<file path="config.mk">
export PLATFORM = sky130hd
export DESIGN_NAME = andrewm_uart_tx_fifo
export DESIGN_NICKNAME = d
export VERILOG_FILES = /design/src/rtl/andrewm_uart_pkg.sv /design/src/rtl/andrewm_sync_fifo.sv /design/src/rtl/andrewm_uart_tx_fifo.sv
export SDC_FILE = /design/constraint.sdc
export NUM_CORES = 1
export LEC_CHECK = 0
export BUFFER_PORTS_ARGS = -buffer_cell sky130_fd_sc_hd__buf_2
export CORE_MARGIN = 5
export CORE_UTILIZATION = 55
export CTS_CLUSTER_SIZE = 30
export DETAILED_ROUTE_END_ITERATION = 8
export HOLD_SLACK_MARGIN = 0.12
export PLACE_DENSITY = 0.72
export SKIP_CTS_REPAIR_TIMING = 1
export SLEW_MARGIN = 15
export SYNTH_ARGS = -nofsm -noshare
export SYNTH_HDL_FRONTEND = slang
export SYNTH_SLANG_ARGS = --single-unit
</file>
<file path="constraint.sdc">
create_clock -name clk -period 5.9 [get_ports clk]
set_input_delay 1.18 -clock clk [delete_from_list [all_inputs] [get_ports clk]]
set_output_delay 1.18 -clock clk [all_outputs]
set_load 0.01 [all_outputs]
</file>
<file path="src/rtl/andrewm_uart_pkg.sv">
package andrewm_uart_pkg;

  typedef enum logic [1:0] {
    MODE_IDLE     = 2'b00,
    MODE_LOAD_LSB = 2'b01,
    MODE_LOAD_MSB = 2'b10,
    MODE_SEND     = 2'b11
  } mode_e;

  localparam int unsigned PAR_NONE = 0;
  localparam int unsigned PAR_EVEN = 1;
  localparam int unsigned PAR_ODD  = 2;

  typedef enum logic [2:0] {
    S_IDLE,
    S_START,
    S_DATA,
    S_PARITY,
    S_STOP
  } tx_state_e;

endpackage

</file>
<file path="src/rtl/andrewm_sync_fifo.sv">
module andrewm_sync_fifo #(
  parameter int unsigned WIDTH = 8,
  parameter int unsigned DEPTH = 4
) (
  input  logic             clk,
  input  logic             reset,
  input  logic             push,
  input  logic             pop,
  input  logic [WIDTH-1:0] wdata,
  output logic [WIDTH-1:0] rdata,
  output logic             full,
  output logic             empty
);

  localparam int unsigned AW = $clog2(DEPTH);

  logic [WIDTH-1:0] mem_q [DEPTH];
  logic [AW-1:0]    wr_ptr_q, wr_ptr_d;
  logic [AW-1:0]    rd_ptr_q, rd_ptr_d;
  logic [AW:0]      count_q, count_d;
  logic             full_q, full_d;
  logic             empty_q, empty_d;
  logic             do_push, do_pop;

  always_comb begin
    do_push  = push && !full_q;
    do_pop   = pop && !empty_q;
    wr_ptr_d = wr_ptr_q;
    rd_ptr_d = rd_ptr_q;
    count_d  = count_q;
    if (do_push) wr_ptr_d = wr_ptr_q + AW'(1);
    if (do_pop)  rd_ptr_d = rd_ptr_q + AW'(1);
    case ({do_push, do_pop})
      2'b10:   count_d = count_q + (AW+1)'(1);
      2'b01:   count_d = count_q - (AW+1)'(1);
      default: count_d = count_q;
    endcase
    full_d  = (count_d == (AW+1)'(DEPTH));
    empty_d = (count_d == '0);
  end

  always_ff @(posedge clk or negedge reset) begin
    if (!reset) begin
      wr_ptr_q <= '0;
      rd_ptr_q <= '0;
      count_q  <= '0;
      full_q   <= 1'b0;
      empty_q  <= 1'b1;
    end else begin
      wr_ptr_q <= wr_ptr_d;
      rd_ptr_q <= rd_ptr_d;
      count_q  <= count_d;
      full_q   <= full_d;
      empty_q  <= empty_d;
    end
  end

  always_ff @(posedge clk) begin
    if (do_push) mem_q[wr_ptr_q] <= wdata;
  end

  assign rdata = mem_q[rd_ptr_q];
  assign full  = full_q;
  assign empty = empty_q;

endmodule

</file>
<file path="src/rtl/andrewm_uart_tx_fifo.sv">
module andrewm_uart_tx_fifo
  import andrewm_uart_pkg::*;
#(
  parameter int unsigned NIB_W        = 4,
  parameter int unsigned CLKS_PER_BIT = 16,
  parameter int unsigned FIFO_DEPTH   = 4,
  parameter int unsigned PARITY       = 0,
  parameter int unsigned STOP_BITS    = 1
) (
  input  logic             clk,
  input  logic             reset,
  input  logic [NIB_W-1:0] nib_in,
  input  logic [1:0]       mode,
  output logic             uart_tx,
  output logic             busy,
  output logic             fifo_full,
  output logic             fifo_empty,
  output logic             overflow
);

  localparam int unsigned DATA_W = 2 * NIB_W;
  localparam int unsigned BAUD_W = $clog2(CLKS_PER_BIT);
  localparam int unsigned BIT_W  = (DATA_W > 1) ? $clog2(DATA_W) : 1;
  localparam logic [BAUD_W-1:0] BAUD_RELOAD = BAUD_W'(CLKS_PER_BIT - 1);
  localparam logic [BIT_W-1:0]  LAST_BIT    = BIT_W'(DATA_W - 1);

  mode_e mode_in;
  assign mode_in = mode_e'(mode);

  logic [NIB_W-1:0]  lsb_q, lsb_d;
  mode_e             prev_mode_q, prev_mode_d;
  logic              overflow_q, overflow_d;
  tx_state_e         state_q, state_d;
  logic [BAUD_W-1:0] baud_q, baud_d;
  logic [BIT_W-1:0]  bit_q, bit_d;
  logic [DATA_W-1:0] shift_q, shift_d;
  logic              parity_q, parity_d;
  logic              stop_q, stop_d;
  logic              tx_q, tx_d;
  logic              busy_q, busy_d;

  logic              push, pop;
  logic [DATA_W-1:0] fifo_rdata;
  logic              baud_done, last_stop;

  andrewm_sync_fifo #(
    .WIDTH (DATA_W),
    .DEPTH (FIFO_DEPTH)
  ) u_fifo (
    .clk   (clk),
    .reset (reset),
    .push  (push),
    .pop   (pop),
    .wdata ({nib_in, lsb_q}),
    .rdata (fifo_rdata),
    .full  (fifo_full),
    .empty (fifo_empty)
  );

  always_comb begin
    lsb_d = lsb_q;
    if (mode_in == MODE_LOAD_LSB) lsb_d = nib_in;
    prev_mode_d = mode_in;
    push = (mode_in == MODE_LOAD_MSB) && (prev_mode_q != MODE_LOAD_MSB);
    overflow_d = overflow_q;
    if (mode_in == MODE_IDLE)      overflow_d = 1'b0;
    else if (push && fifo_full)    overflow_d = 1'b1;
  end

  assign baud_done = (baud_q == '0);
  assign last_stop = (STOP_BITS < 2) || stop_q;
  assign pop       = (state_q == S_IDLE) && (mode_in == MODE_SEND) && !fifo_empty;

  always_comb begin
    state_d = state_q;
    case (state_q)
      S_IDLE:   if (pop) state_d = S_START;
      S_START:  if (baud_done) state_d = S_DATA;
      S_DATA:   if (baud_done && (bit_q == LAST_BIT))
                  state_d = (PARITY != PAR_NONE) ? S_PARITY : S_STOP;
      S_PARITY: if (baud_done) state_d = S_STOP;
      S_STOP:   if (baud_done && last_stop) state_d = S_IDLE;
      default:  state_d = S_IDLE;
    endcase
  end

  // tx_d is taken from the next-cycle datapath values so the line
  // register changes on exactly the same edge as the state.
  always_comb begin
    baud_d   = baud_q;
    bit_d    = bit_q;
    shift_d  = shift_q;
    parity_d = parity_q;
    stop_d   = stop_q;
    if (state_q == S_IDLE) begin
      if (pop) begin
        shift_d  = fifo_rdata;
        parity_d = (PARITY == PAR_EVEN) ? ^fifo_rdata : ~(^fifo_rdata);
        baud_d   = BAUD_RELOAD;
        bit_d    = '0;
        stop_d   = 1'b0;
      end
    end else if (baud_done) begin
      baud_d = BAUD_RELOAD;
      if ((state_q == S_DATA) && (state_d == S_DATA)) begin
        shift_d = shift_q >> 1;
        bit_d   = bit_q + BIT_W'(1);
      end
      if ((state_q == S_STOP) && (state_d == S_STOP)) stop_d = 1'b1;
    end else begin
      baud_d = baud_q - BAUD_W'(1);
    end

    case (state_d)
      S_START:  tx_d = 1'b0;
      S_DATA:   tx_d = shift_d[0];
      S_PARITY: tx_d = parity_d;
      default:  tx_d = 1'b1;
    endcase
    busy_d = (state_d != S_IDLE);
  end

  always_ff @(posedge clk or negedge reset) begin
    if (!reset) begin
      lsb_q       <= '0;
      prev_mode_q <= MODE_IDLE;
      overflow_q  <= 1'b0;
      state_q     <= S_IDLE;
      baud_q      <= '0;
      bit_q       <= '0;
      shift_q     <= '0;
      parity_q    <= 1'b0;
      stop_q      <= 1'b0;
      tx_q        <= 1'b1;
      busy_q      <= 1'b0;
    end else begin
      lsb_q       <= lsb_d;
      prev_mode_q <= prev_mode_d;
      overflow_q  <= overflow_d;
      state_q     <= state_d;
      baud_q      <= baud_d;
      bit_q       <= bit_d;
      shift_q     <= shift_d;
      parity_q    <= parity_d;
      stop_q      <= stop_d;
      tx_q        <= tx_d;
      busy_q      <= busy_d;
    end
  end

  assign uart_tx  = tx_q;
  assign busy     = busy_q;
  assign overflow = overflow_q;

endmodule

</file>
**Yosys cells after proc, flatten, opt, wreduce, memory -nomap -nowiden**

Memories as Yosys holds them, arrays and structs flattened.
Cells that the tools add are included.

- Bits in registers: 37
- RAM bits: 32
- Bits of input ports: 8
- Output and inout bits: 5
- Memories kept: 1

Memories:

| memory | depth | bits a word | rd ports | clocked after memory_dff | write ports | RTL line | text |
|---|---|---|---|---|---|---|---|
| u_fifo.mem_q | 4 | 8 | 1 | 0 | 1 | andrewm_sync_fifo.sv:17 | `logic [WIDTH-1:0] mem_q [DEPTH];` |

- Add/sub/neg operators: 6
- Eq/ne operators: 16
- Mux-type cells: 25
- Bitwise logic cells: 1
- Reductions and logical operators: 20

Operators by type and width:

| operator | number |
|---|---|
| 2-to-1 mux 8 bit | 4 |
| 2-to-1 mux 3 bit | 9 |
| case mux 3 bit (5 select lines) | 1 |
| == test 3 x 2 -> 1 bit, second input constant | 4 |
| 2-to-1 mux 4 bit | 3 |
| == test 3 bit, second input constant | 3 |
| logical AND 1 bit | 8 |
| parity 8 bit | 1 |
| adder 3 x 1 -> 3 bit, second input constant | 2 |
| == test 2 bit, second input constant | 3 |
| == test 3 x 1 -> 1 bit, second input constant | 2 |
| zero test 3 bit | 2 |
| 2-to-1 mux 1 bit | 6 |
| case mux 3 bit (2 select lines) | 1 |
| nonzero test 2 bit | 3 |
| adder 2 x 1 -> 2 bit, second input constant | 2 |
| == test 2 x 1 -> 1 bit, second input constant | 2 |
| zero test 4 bit | 1 |
| subtractor 4 x 1 -> 4 bit, second input constant | 1 |
| case mux 1 bit (3 select lines) | 1 |
| AND reduction 3 bit | 1 |
| nonzero test 3 bit | 1 |
| subtractor 3 x 1 -> 3 bit, second input constant | 1 |
| zero test 1 bit | 2 |
| other kinds (4) | 4 |

**Logic depth before layout (Yosys ltp)**

Gate-level depths: netlist of run 1.

- Depth in word-level cells: 11
- Depth in mapped cells: 12

**Modules after synthesis**

A second synthesis of run 1 with hierarchy kept.

- Cells, all modules: 209
- Area total of the unflattened synthesis: 3055.4 sq um

By module, submodules not included:

| module | times used | cells each | area an instance (sq um) |
|---|---|---|---|
| andrewm_sync_fifo | 1 | 91 | 1666.6 |
| andrewm_uart_tx_fifo | 1 | 118 | 1388.8 |

**Worst setup path before layout of run 1**

No wires, ideal clock.

- Path kind: input to register
- From: input mode[1]
- To: register u_fifo.full_q (netlist: u_fifo.full)
- Library setup time: 73 ps
- Data arrival time: 2830 ps
- Data required time: 5827 ps
- Path slack: 2997 ps
- Stages: 10
- Path through: nand3b_1 -> nor2_1 -> buf_2 -> ha_1 -> inv_1 -> fa_1 -> xor2_1 -> nor2_1 -> xor2_1 -> nor2b_1

- Cells in the longest elaborated chain, start to end: 7

Ends and longest elaborated chain:

| element | RTL line | text |
|---|---|---|
| from (decl) | andrewm_uart_tx_fifo.sv:13 | `input logic [1:0] mode,` |
| == test 2 bit * | andrewm_uart_tx_fifo.sv:72 | `assign pop = (state_q == S_IDLE) && (mode_in == MODE_SEND) && !fifo_empty;` |
| logical AND 1 bit * (2 in series) | andrewm_uart_tx_fifo.sv:72 |  |
| logical AND 1 bit * | andrewm_sync_fifo.sv:27 | `do_pop = pop && !empty_q;` |
| net u_fifo.do_pop | andrewm_sync_fifo.sv:23 | `logic do_push, do_pop;` |
| == test 2 x 1 -> 1 bit or == test 2 bit (tied branches) | andrewm_sync_fifo.sv:33 | `case ({do_push, do_pop})` |
| case mux 3 bit (2 select lines) * | andrewm_sync_fifo.sv:33 |  |
| net u_fifo.count_d[2] | andrewm_sync_fifo.sv:20 | `logic [AW:0] count_q, count_d;` |
| == test 3 bit * | andrewm_sync_fifo.sv:38 | `full_d = (count_d == (AW+1)'(DEPTH));` |
| net u_fifo.full_d | andrewm_sync_fifo.sv:21 | `logic full_q, full_d;` |
| to (signal assigned) | andrewm_sync_fifo.sv:53 | `full_q <= full_d;` |
| to (decl) | andrewm_sync_fifo.sv:21 |  |

Mark *: on every way through the listed nets, which the timed path passes. The rest lies on a longest branch.
A chain may end at the register's enable or synchronous reset.

**Final worst setup path of run 1**

- From: input mode[0]
- To: register u_fifo.full_q (netlist: u_fifo.full)

- Cells in the longest elaborated chain, start to end: 7

Ends and longest elaborated chain:

| element | RTL line |
|---|---|
| == test 2 bit | andrewm_uart_tx_fifo.sv:72 |
| logical AND 1 bit (2 in series) | andrewm_uart_tx_fifo.sv:72 |
| logical AND 1 bit | andrewm_sync_fifo.sv:27 |
| == test 2 x 1 -> 1 bit or == test 2 bit (tied branches) | andrewm_sync_fifo.sv:33 |
| case mux 3 bit (2 select lines) * | andrewm_sync_fifo.sv:33 |
| net u_fifo.count_d[2] | andrewm_sync_fifo.sv:20 |
| == test 3 bit * | andrewm_sync_fifo.sv:38 |
| net u_fifo.full_d | andrewm_sync_fifo.sv:21 |

Marks and branches as above.

==> impl_metrics.csv, run 1 <==
group,metric,value,unit
setup_path,worstPathRequired,6.17,ns
yosys,syn_area_per_cell,14.3,µm²
final_layout,fillCellCount,393,
timing,skew,0.0115,ns
yosys,yosysTopAreaCell,"edfxtp_1",
yosys,synth_top_cells_by_area,"edfxtp_1, dfrtp_1, mux4_2, ha_1, xnor2_1",
yosys,synth-compound-area-share,0.0631,
clock_network,worstSkewPairLatency,0.35,ns
timing,setup_viol,0,
yosys,ys_seq_area_frac,0.653,
timing,slew_viol_final,0,
power_and_ir_drop,peakVddDrop,0.000220,V
placed_design,placed_cells,277,
timing,hold_viol_final,0,
global_route,antenna_found_initial,0,
drt,drc,0,
power_and_ir_drop,cell_internal_pwr,817,µW
timing,min_period,3.24,ns
clock_network,cts_tree,"built",
yosys,synth_mux_area_frac,0.0891,
setup_path,r2r_slack,2.85,ns
yosys,synth_cells,202,
floorplan,core_region_area,5110,µm²
final_layout,area_growth,10.0,%
power_and_ir_drop,pwr-share-clk,0.329,
global_route,grt_pass1_vias,1703,
yosys,synth_xor_area_frac,0.0394,
setup_path,timing.rr.start,"state_q[1]",
power_and_ir_drop,combinationalPowerShare,0.133,
drt,via_per_inst,5.43,
global_route,grt_remaining_overflow,0,
clock_network,numCtsBuffers,9,
setup_path,setup.worst_path.class,"input pin to flip-flop",
placed_design,place.gp.congestion,0.759,
placed_design,place_ws,2.30,ns
worst_hold_path,hold_depth,1,
clock_network,path_clk_slew,0.07,ns
clock_network,clock_path_buffers,2,
power_and_ir_drop,p_sw_frac,0.254,
yosys,syn_area,2890,µm²
worst_hold_path,min-delay-start,"u_fifo.count_q[2]",
worst_hold_path,hold_path.class,"flip-flop to flip-flop",
yosys,synthAdderAreaFrac,0.0415,
power_and_ir_drop,seqPwrFrac,0.538,
global_route,grt_pass1_wl,8270,µm
setup_path,reg2reg_depth,9,
yosys,synth-simple-area-share,0.0848,
yosys,syn-num-nets,219,
run_status,status,"finished clean",
setup_path,end_kind,"flip-flop",
floorplan,die_area,6810,µm²
clock_network,clock-sinks,69,
floorplan,die_h,82.5,µm
final_layout,antenna_cells,0,
setup_path,critical_path.max_fanout,11,
timing,fin_crit_sh,0.550,
floorplan,placementRows,26,
final_layout,nets,235,
yosys,yosys_most_used_dff,"dfrtp_1",
final_layout,finalNonFillerCells,293,
timing,fmax,308,MHz
yosys,yosysUniqueCellTypes,37,
yosys,synth_edf_count,32,
timing,rsz0062_at_grt,"no",
yosys,ys_warn_count,0,
clock_network,root_buffer,"clkbuf_8",
floorplan,top_level_ports,13,
final_layout,multiInputGateArea,920,µm²
power_and_ir_drop,p_leak,0.00130,µW
floorplan,die_w,82.5,µm
drt,wl,4950,µm
timing,worst_pin_slew,0.855,ns
drt,drt_first_pass_iters,4,
yosys,synthArstFlopShare,0.536,
yosys,synth_common_cells,"dfrtp_1, edfxtp_1, nand2_1, inv_1, nor2_1",
global_route,grt_max_degree,38,
yosys,synth_top_cell_area_share,0.332,
yosys,ys_seq_elements,69,
setup_path,startpoint_type,"input pin",
setup_path,r2r_end,"u_fifo.full",
drt,routedWlPerCell,16.9,µm
drt,vias,1592,
placed_design,io_buffers,12,
setup_path,cp.arrival,3.52,ns
timing,setup_slack,2.66,ns
job,drv_cap,0,
timing,tns,0,ns
timing,slew-limit-headroom,0.430,
drt,drt-initial-drc-count,82,
yosys,yosysMostFrequentCell,"dfrtp_1",
final_layout,ff_latch_area,1890,µm²
yosys,synth_top_family_by_area,"multiplexers",
floorplan,initial_core_util,0.566,
placed_design,dp_hpwl,3360,µm
clock_network,htree_levels,3,
power_and_ir_drop,powerDensity,344,nW/µm²
drt,ant_nets,0,
final_layout,drive_gt1_frac,0.193,
power_and_ir_drop,switchingPower,278,µW
global_route,track_usage,0.172,
worst_hold_path,hold_end,"u_fifo.count_q[2]",
==> layer usage <==
layer | wire, µm | GRT usage | vias up
met5 | 0 | 0 | -
met4 | 110 | 0.0980 | 0
met3 | 179 | 0.0423 | 10
met2 | 2570 | 0.285 | 33
met1 | 2090 | 0.204 | 791
li1 | - | - | 758
==> worst max-delay path by stage <==
stage | from | endpoint | slack (ns) | cells past startpoint
floorplan | mode[1] | u_fifo.full | 3.00 | 10
global placement | mode[0] | u_fifo.full | 2.45 | 10
detailed placement | mode[0] | u_fifo.full | 2.30 | 10
CTS | mode[0] | u_fifo.full | 2.63 | 10
global route | mode[0] | u_fifo.full | 2.52 | 10
finish | mode[0] | u_fifo.full | 2.66 | 10
==> flip-flops by register name, summed over array words and instances (netlist names), 2 cells and up <==
name	count
u_fifo.rd_ptr_q	2
state_q	3
lsb_q	4
bit_q	3
prev_mode_q	2
shift_q	8
u_fifo.count_q	3
baud_q	4
u_fifo.wr_ptr_q	2
u_fifo.mem_q	32
==> placed cells by master (no fill, tap or decap), types with 2 or more instances in the layout <==
cell,instances
dfstp_2,2
a22o_1,4
a31oi_1,3
xnor2_1,10
nor3_1,3
a22oi_1,6
o21ai_0,3
buf_2,12
nor2b_1,2
nor2_1,12
clkinv_2,4
xor2_1,3
mux2_2,6
ha_1,8
and2_1,5
a21oi_1,6
edfxtp_1,32
nand2_1,18
dfrtp_1,35
inv_1,12
or3_1,2
nand3b_1,2
mux4_2,8
o22ai_1,2
clkbuf_8,9
==> metrics by stage <==
| stage | area [µm²] | power [µW] | util | hold WS (ns) |
|---|---|---|---|---|
| after detailed placement | 3000 | 746 | 0.588 | 0.465 |
| after global placement | 3000 | 730 | 0.588 | 0.462 |
| after floorplan | 2890 | 694 | - | 0.446 |
| after CTS | 3180 | 1100 | 0.623 | 0.478 |
| final | 3180 | 1090 | 0.623 | 0.477 |
| after global routing | 3180 | 1150 | 0.623 | 0.491 |
==> critical path: stages <==
cell	delay [ns]
buf_2	0.12
nand3b_1	0.19
nor2_1	0.59
ha_1	0.31
inv_1	0.07
fa_1	0.39
xor2_1	0.16
nor2_1	0.11
xor2_1	0.22
nor2b_1	0.16
==> layout make-up <==
| type | count | share of cell area |
|---|---|---|
| clock buffers | 10 | 0.0401 |
| inverters | 12 | 0.0142 |
| clock inverters | 6 | 0.0169 |
| well taps | 70 | 0.0275 |
| flip-flops and latches | 69 | 0.594 |
| repair buffers | 12 | 0.0189 |
| multi-input cells | 114 | 0.289 |
==> kinds of logic (layout without fill, tap and decap cells) <==
kind of cell | Yosys count | count (layout)
flops | 69 | 69
fa+ha+maj | 9 | 9
xor+xnor | 13 | 13
mux | 15 | 15
simple gates | 50 | 50
compound gates | 27 | 27
buf+inv | 19 | 40
==> power groups by stage <==
stage / clock network, µW / logic [µW] / registers [µW]
2_1_floorplan: 0 / 100 / 594
3_3_place_gp: 0 / 136 / 594
3_5_place_dp: 0 / 148 / 598
4_1_cts: 365 / 150 / 590
5_1_grt: 392 / 165 / 595
6_report: 360 / 146 / 589
No activity file was read; power rests on OpenSTA's default activity.
==> inputs of run 2 (changes only) <==
--- a/config.mk
+++ b/config.mk
@@ -5,13 +5,14 @@
 export SDC_FILE = /design/constraint.sdc
 export NUM_CORES = 1
 export LEC_CHECK = 0
+export ABC_AREA = 1
 export BUFFER_PORTS_ARGS = -buffer_cell sky130_fd_sc_hd__buf_2
 export CORE_MARGIN = 5
 export CORE_UTILIZATION = 55
 export CTS_CLUSTER_SIZE = 30
 export DETAILED_ROUTE_END_ITERATION = 8
 export HOLD_SLACK_MARGIN = 0.12
-export PLACE_DENSITY = 0.72
+export PLACE_DENSITY = 0.75
 export SKIP_CTS_REPAIR_TIMING = 1
 export SLEW_MARGIN = 15
 export SYNTH_ARGS = -nofsm -noshare
==> constraint.sdc (replaced) <==
create_clock -name clk -period 2.6 [get_ports clk]
set_input_delay 0.52 -clock clk [delete_from_list [all_inputs] [get_ports clk]]
set_output_delay 0.52 -clock clk [all_outputs]
set_load 0.01 [all_outputs]
==> run 2 against run 1 <==
  * Global-route usage shrank 0.15 points
  * Synthesized cell count grew 75%
  * Critical path type is now flip-flop to flip-flop
  * Utilization grew 0.35 points
  * Largest power group unchanged
  * Largest cell class unchanged
==> impl_metrics.csv, run 2 <==
group,metric,value,unit
run_status,status,"finished clean",
global_route,grt_pass1_vias,2238,
timing,tns,0,ns
drt,ant_nets,0,
clock_network,worstSkewPairLatency,0.34,ns
yosys,synth_top_cell_area_share,0.291,
final_layout,ff_latch_area,1890,µm²
yosys,syn_area,3310,µm²
clock_network,htree_levels,3,
setup_path,setup.worst_path.class,"flip-flop to flip-flop",
floorplan,die_h,87.5,µm
global_route,grt_remaining_overflow,0,
yosys,ys_seq_area_frac,0.571,
setup_path,cp.arrival,2.61,ns
yosys,synth_edf_count,32,
yosys,synth_cells,353,
power_and_ir_drop,powerDensity,590,nW/µm²
timing,finalHoldWorstSlack,0.280,ns
worst_hold_path,hold_path.class,"input pin to asynchronous set/reset pin",
yosys,synth_xor_area_frac,0.0106,
yosys,synth-simple-area-share,0.259,
yosys,synth-compound-area-share,0.0492,
clock_network,numCtsBuffers,9,
timing,rsz0062_at_grt,"no",
power_and_ir_drop,peakVddDrop,0.000413,V
placed_design,dp_hpwl,4090,µm
final_layout,drive_gt1_frac,0.178,
clock_network,path_clk_slew,0.08,ns
drt,wl,5860,µm
yosys,ys_warn_count,0,
yosys,synth_mux_area_frac,0.0136,
setup_path,worstPathRequired,2.88,ns
global_route,track_usage,0.171,
yosys,syn-num-nets,370,
global_route,grt_pass1_wl,10100,µm
timing,worst_pin_slew,0.836,ns
power_and_ir_drop,p_leak,0.00176,µW
final_layout,layout_commonest_cell,"nand2_1",
timing,setup_viol,0,
global_route,antenna_found_initial,0,
global_route,grt_max_degree,38,
yosys,synthAdderAreaFrac,0.0363,
clock_network,clock-sinks,69,
final_layout,top_register,"u_fifo.mem_q",
clock_network,root_buffer,"clkbuf_8",
floorplan,die_area,7660,µm²
final_layout,area_growth,11.5,%
clock_network,cts_tree,"built",
yosys,synth_common_cells,"nand2_1, dfrtp_1, edfxtp_1, inv_1, nand3_1",
yosys,synth_top_family_by_area,"simple AND/OR/NAND/NOR gates",
final_layout,largest_registers,"u_fifo.mem_q (32), shift_q (8)",
final_layout,final_cell_mix,"nand2_1, dfrtp_1, edfxtp_1",
timing,slew-limit-headroom,0.443,
drt,drc,0,
setup_path,startpoint_type,"flip-flop",
final_layout,fin_util,0.627,
placed_design,place_area,3470,µm²
final_layout,final_area,3690,µm²
yosys,syn_area_per_cell,9.37,µm²
drt,drt_first_pass_iters,4,
timing,hold_viol_final,0,
setup_path,end_kind,"flip-flop",
timing,skew,0.00851,ns
setup_path,critical_path.max_fanout,5,
final_layout,nets,394,
job,drv_cap,0,
placed_design,place.gp.congestion,0.760,
drt,vias,2360,
final_layout,largest_reg_flops,32,
floorplan,die_w,87.5,µm
timing,fmax,429,MHz
floorplan,core_region_area,5890,µm²
placed_design,io_buffers,12,
clock_network,clock_path_buffers,2,
final_layout,antenna_cells,0,
final_layout,fillCellCount,485,
drt,routedWlPerCell,12.8,µm
yosys,synthArstFlopShare,0.536,
yosys,ys_seq_elements,69,
floorplan,placementRows,28,
yosys,yosysMostFrequentCell,"nand2_1",
final_layout,multiInputGateArea,1220,µm²
timing,slew_viol_final,0,
drt,via_per_inst,5.16,
yosys,yosys_most_used_dff,"dfrtp_1",
yosys,yosysUniqueCellTypes,37,
timing,fin_crit_sh,0.897,
floorplan,initial_core_util,0.562,
yosys,synth_top_cells_by_area,"edfxtp_1, dfrtp_1, nand2_1, nand3_1, inv_1",
drt,drt-initial-drc-count,83,
timing,min_period,2.33,ns
floorplan,top_level_ports,13,
yosys,yosysTopAreaCell,"edfxtp_1",
-- run 2: power by group --
part | switching (µW) | internal (µW)
Clock | 416 | 544
Sequential | 13.7 | 1160
Combinational | 25.1 | 14.8
Total | 454 | 1720
-- run 2: worst paths after layout --
check	slack, ns	endpoint	cells past startpoint	from
setup reg to reg	0.27	u_fifo.full	11	state_q[1]
max in group asynchronous	1.79	u_fifo.count_q[0]	1	reset
setup / recovery	0.27	u_fifo.full	11	state_q[1]
hold / removal	0.28	shift_q[3]	1	reset
min in group clk	0.32	prev_mode_q[0]	1	mode[0]
hold reg to reg	0.48	bit_q[2]	2	bit_q[2]
-- run 2: cells by family (layout without fill, tap and decap cells) --
group / after synthesis / count (layout)
AND/OR/NAND/NOR: 197 / 197
buffers and inverters: 44 / 73
flip-flops: 69 / 69
adder cells (fa/ha/maj): 9 / 9
XOR/XNOR: 4 / 4
AO/OA/AOI/OAI: 26 / 26
multiplexers: 4 / 4
-- run 2: layout make-up --
type,instances,area share
inverters,38,0.0407
clock buffers,9,0.0336
flip-flops and latches,69,0.512
repair buffers,19,0.0305
clock inverters,7,0.0268
well taps,75,0.0254
multi-input cells,240,0.331
-- run 2: worst max-delay path: stages, from the launching register on --
cell and delay, ns:
dfrtp_1 0.45, nor3_4 0.30, nand2_1 0.16, inv_1 0.11, ha_1 0.15, inv_1 0.07
fa_1 0.38, a21oi_1 0.14, o21ai_0 0.12, xor2_1 0.23, inv_1 0.06, nor2_1 0.09
-- run 2: per-stage QoR --
stage / setup slack, ns / instances / power [µW]
final: 0.267 / 457 / 2180
after global routing: 0.0801 / 457 / 2250
after CTS: 0.255 / 457 / 2190
after detailed placement: 0.145 / 441 / 1240
after global placement: 0.272 / 441 / 1240
after floorplan: 0.320 / 353 / 1210
-- run 2: per-layer routing --
layer	GRT usage	up-vias	share of wire	wire (µm)
li1	-	1195	-	-
met1	0.219	1105	0.45	2650
met2	0.285	56	0.50	2910
met3	0.0508	4	0.046	272
met4	0.0432	0	0.0053	31
met5	0	-	0	0
